**config.mk**
```make
export PLATFORM = sky130hd
export DESIGN_NAME = icache_refill_controller
export DESIGN_NICKNAME = d
export VERILOG_FILES = /design/src/rtl/icache_refill_controller.sv
export SDC_FILE = /design/constraint.sdc
export NUM_CORES = 1
export LEC_CHECK = 0
export CELL_PAD_IN_SITES_DETAIL_PLACEMENT = 0
export CELL_PAD_IN_SITES_GLOBAL_PLACEMENT = 1
export CORE_ASPECT_RATIO = 1.5
export CORE_MARGIN = 5
export CORE_UTILIZATION = 34
export CTS_BUF_LIST = sky130_fd_sc_hd__clkbuf_4
export CTS_CLUSTER_SIZE = 20
export DETAILED_ROUTE_END_ITERATION = 7
export PLACE_DENSITY_LB_ADDON = 0.1
export SLEW_MARGIN = 40
export SYNTH_ARGS = -nofsm -noshare
export SYNTH_HDL_FRONTEND = slang
export SYNTH_SLANG_ARGS = --single-unit
```
**constraint.sdc**
```tcl
create_clock -name clk -period 7.7 [get_ports clk]
set_input_delay 1.155 -clock clk [delete_from_list [all_inputs] [get_ports clk]]
set_output_delay 1.155 -clock clk [all_outputs]
set_load 0.005 [all_outputs]
```
**src/rtl/icache_refill_controller.sv**
```systemverilog
// Instruction-cache line refill sequencer: stalls fetch on a miss, pulls one line
// from instruction memory, writes it into the cache and replays held redirects.
module icache_refill_controller #(
  parameter int ADDR_W = 16,
  parameter int LINE_W = 64,
  parameter int CNT_W  = 16
) (
  input  logic              clk,
  input  logic              rst,
  input  logic              fetch_valid,
  input  logic [ADDR_W-1:0] fetch_addr,
  input  logic              cache_hit,
  input  logic              redirect,
  input  logic [ADDR_W-1:0] redirect_target,
  output logic              mem_req,
  output logic [ADDR_W-1:0] mem_addr,
  input  logic              mem_ready,
  input  logic              mem_valid,
  input  logic [LINE_W-1:0] mem_rdata,
  output logic              fill_en,
  output logic [ADDR_W-1:0] fill_addr,
  output logic [LINE_W-1:0] fill_data,
  output logic              pc_stall,
  output logic              pc_src_out,
  output logic [ADDR_W-1:0] pc_target_out,
  output logic              busy,
  output logic [CNT_W-1:0]  miss_count
);

  typedef enum logic [1:0] {IDLE, REQ, WAIT, FILL} state_t;

  state_t              state, state_nxt;
  logic                miss;
  logic                pend;
  logic [ADDR_W-1:0]   pend_target;
  logic [ADDR_W-1:0]   line_addr;
  logic [LINE_W-1:0]   line_data;

  always_ff @(posedge clk or posedge rst) begin
    if (rst) state <= IDLE;
    else     state <= state_nxt;
  end

  // A fresh redirect outranks a held one; either squashes the fetch this cycle.
  always_comb begin
    state_nxt     = state;
    miss          = 1'b0;
    mem_req       = 1'b0;
    fill_en       = 1'b0;
    pc_stall      = 1'b0;
    pc_src_out    = 1'b0;
    pc_target_out = '0;
    case (state)
      IDLE: begin
        if (redirect) begin
          pc_src_out    = 1'b1;
          pc_target_out = redirect_target;
        end else if (pend) begin
          pc_src_out    = 1'b1;
          pc_target_out = pend_target;
        end else if (fetch_valid && !cache_hit) begin
          miss      = 1'b1;
          pc_stall  = 1'b1;
          state_nxt = REQ;
        end
      end
      REQ: begin
        mem_req  = 1'b1;
        pc_stall = 1'b1;
        if (mem_ready) state_nxt = WAIT;
      end
      WAIT: begin
        pc_stall = 1'b1;
        if (mem_valid) state_nxt = FILL;
      end
      FILL: begin
        pc_stall  = 1'b1;
        fill_en   = 1'b1;
        state_nxt = IDLE;
      end
      default: state_nxt = IDLE;
    endcase
  end

  assign busy      = (state != IDLE);
  assign mem_addr  = line_addr;
  assign fill_addr = line_addr;
  assign fill_data = line_data;

  always_ff @(posedge clk or posedge rst) begin
    if (rst) begin
      line_addr   <= '0;
      line_data   <= '0;
      miss_count  <= '0;
      pend        <= 1'b0;
      pend_target <= '0;
    end else begin
      if (miss) begin
        line_addr <= {fetch_addr[ADDR_W-1:3], 3'b000};
        if (miss_count != {CNT_W{1'b1}}) miss_count <= miss_count + CNT_W'(1);
      end
      if (state == WAIT && mem_valid) line_data <= mem_rdata;
      // Redirects during a refill are held (last wins) and consumed back in IDLE.
      if (state == IDLE) begin
        pend <= 1'b0;
      end else if (redirect) begin
        pend        <= 1'b1;
        pend_target <= redirect_target;
      end
    end
  end

endmodule
```
==> metrics <==
Peak Freq 212 MHz; CTS H-tree lvls 3; Nets 677; Worst-Skew Late Latency 0.46 ns; Cells after Synth 356; final non-filler cell total 766; Total Power 2.39 mW; total gr overflow 0; DP Area 0.00719 mm2; Worst Path Class, Setup in -> out; top cells by area, synth dfrtp_1 (58%), mux2_2 (22%), buf_4 (2.9%); RSZ-0062 raised after global routing no; Detailed Routing Iterations Pass 1 4; Initial Utilization 0.346; Detail Route Antenna Nets 0; row cnt 53; Crit. End Element primary output; sequential fraction of the synthesis area 0.579; Worst R2R Setup Slack 5.50 ns; GP Congestion 0.745; all-layer global routing usage 0.154; status complete, no violations; most common cell in the netlist dfrtp_1; share of cells above drive strength 1 0.220; Worst Skew 0.0208 ns; placed insts 749; post-synthesis cell type count 37; number of fill cells 1240; Critical R2R Capture miss_count[1]; Synth top area share 0.579; worst slew pin tran 0.821 ns; reg2reg start pend; Peak VDD IR 0.165 mV; worst path required time 6.55 ns; synthesis warning total 0; worst hold start fill_data[13]; setup_tns 0 ns; TritonCTS Buffers 9; most instantiated cells after synthesis dfrtp_1 (112), mux2_2 (94), nor2_1 (23); global-route wire length before repair 20200 um; DIE AREA 0.0168 mm2; EDFF count, synth 0; wire per inst 16.8 um; worst r2r path cells 4; post_cts resized 0; Period minus WS final 4.71 ns; Hold WC Path Type reg -> reg; Max Cap Viol 0; number of synthesized register bits 112; TritonCTS clock tree yes; WHS Endpoint fill_data[13]; via count 3503; initial antenna violation count 1; Ports 236; via/cell ratio 4.57; ys flop type dfrtp_1; Post-CTS Setup Bufs 0; Final Cycle Share 0.612; CP arrival 3.56 ns; cell taking the most area after synthesis dfrtp_1; wirelength, routed 12900 um; Synth Cell Area 0.00484 mm2; hold buffer count at CTS 0; largest net degree at the start of global routing 64; max_slew headroom 0.451; Area Overhead vs Synth 51.6%; Final HPWL DP 9680 um; Post-synth ARST share 1.00; drt first-iter violations 116; DRC Markers 0; Die Width 107 um; mean post-synth cell area 13.6 um2; cell area power density 326 mW/mm2; Worst-path clk slew 0.16 ns; clock tree root buffer cell clkbuf_4; I/O Buffers 226; worst-path fanout max 22; die extent in y 156 um; endpoints failing setup 0; post-route cell area 0.00734 mm2; vias in the first global route 3745; CTS sink count 112; Pins Over Slew Limit 0; startpoint class of the critical path input port; Placeable Area 0.0140 mm2; Fin. Hold Viols 0; Worst Hold Path Cells 1; Max Buffers Root-to-Sink 2; Leakage 3.12 nW
[sequential cells by signal, summed over array words and instances (netlist names)]
register     count
fill_addr       13
fill_data       64
miss_count      16
pend             1
pend_target     16
state            2
[critical path: stages]
cell             delay (ns)
clkdlybuf4s50_1        0.84
nor2b_2                0.72
a22oi_1                0.13
nor2_1                 0.15
clkdlybuf4s50_1        0.55
[area by class of cell]
type / instances / area (um2) / area share
well taps: 192 / 240 / 0.0327
multi-input cells: 210 / 1840 / 0.250
clock buffers: 9 / 67.6 / 0.00920
flip-flops and latches: 112 / 2800 / 0.382
clock inverters: 7 / 77.6 / 0.0106
repair buffers: 229 / 2290 / 0.312
inverters: 6 / 25.0 / 0.00341
diodes: 1 / 2.50 / 0.000341
[kinds of logic after synthesis]
kind of cell,after synthesis,synth area share
DFF,112,0.579
and+or+nand+nor,67,0.0786
buffers and inverters,39,0.0465
other,1,0.000775
adders and majority gates,6,0.0155
muxes,96,0.223
AOI/OAI and AO/OA,20,0.0295
xor gates and xnor gates,15,0.0271
[cells in the final DEF, fill, tap and decap left out, types with 2 or more instances in the layout]
cell / synthesis / routed
a22oi_1: 15 / 15
and3_1: 3 / 3
buf_4: 19 / 2
clkbuf_4: 0 / 9
clkdlybuf4s50_1: 0 / 226
clkinv_4: 0 / 2
conb_1: 1 / 6
dfrtp_1: 112 / 112
ha_1: 6 / 6
inv_1: 5 / 4
inv_6: 0 / 2
mux2_2: 94 / 94
nand2_1: 10 / 9
nand3_1: 2 / 2
nand4_1: 5 / 5
nor2_1: 23 / 23
nor3_1: 9 / 9
o21ai_0: 2 / 2
xor2_1: 15 / 15
[where the power goes]
group,internal [mW],leakage (nW),switching (mW)
logic,0.752,1.68,0.362
clock network,0.102,0.0769,0.201
registers,0.837,1.36,0.137
total,1.69,3.12,0.700
[worst max-delay path by stage]
| stage | startpoint | end | slack [ns] | cells after the start |
|---|---|---|---|---|
| after floorplan | rst | fill_addr[10] | 3.59 | 1 |
| after global placement | redirect | pc_target_out[2] | 2.68 | 5 |
| after detailed placement | redirect | pc_target_out[2] | 2.94 | 5 |
| after CTS | redirect | pc_target_out[2] | 2.96 | 5 |
| after global routing | redirect | pc_target_out[12] | 2.79 | 5 |
| final | redirect | pc_target_out[2] | 2.99 | 5 |
[through the flow]
| step | setup WS (ns) | hold WS [ns] | util |
|---|---|---|---|
| finish | 2.99 | 0.523 | 0.525 |
| global route | 2.79 | 0.537 | 0.525 |
| CTS | 2.96 | 0.528 | 0.524 |
| global placement | 2.68 | 0.486 | 0.514 |
| detailed placement | 2.94 | 0.492 | 0.514 |
| floorplan | 3.59 | 0.481 | - |
[per-layer routing]
metal | vias to the layer above | global-route usage | part of all wire
li1 | 1648 | - | -
met1 | 1711 | 0.168 | 0.36
met2 | 134 | 0.264 | 0.52
met3 | 10 | 0.0716 | 0.10
met4 | 0 | 0.0505 | 0.014
met5 | - | 0 | 0
Note: power is estimated with default switching activity, not from simulation.
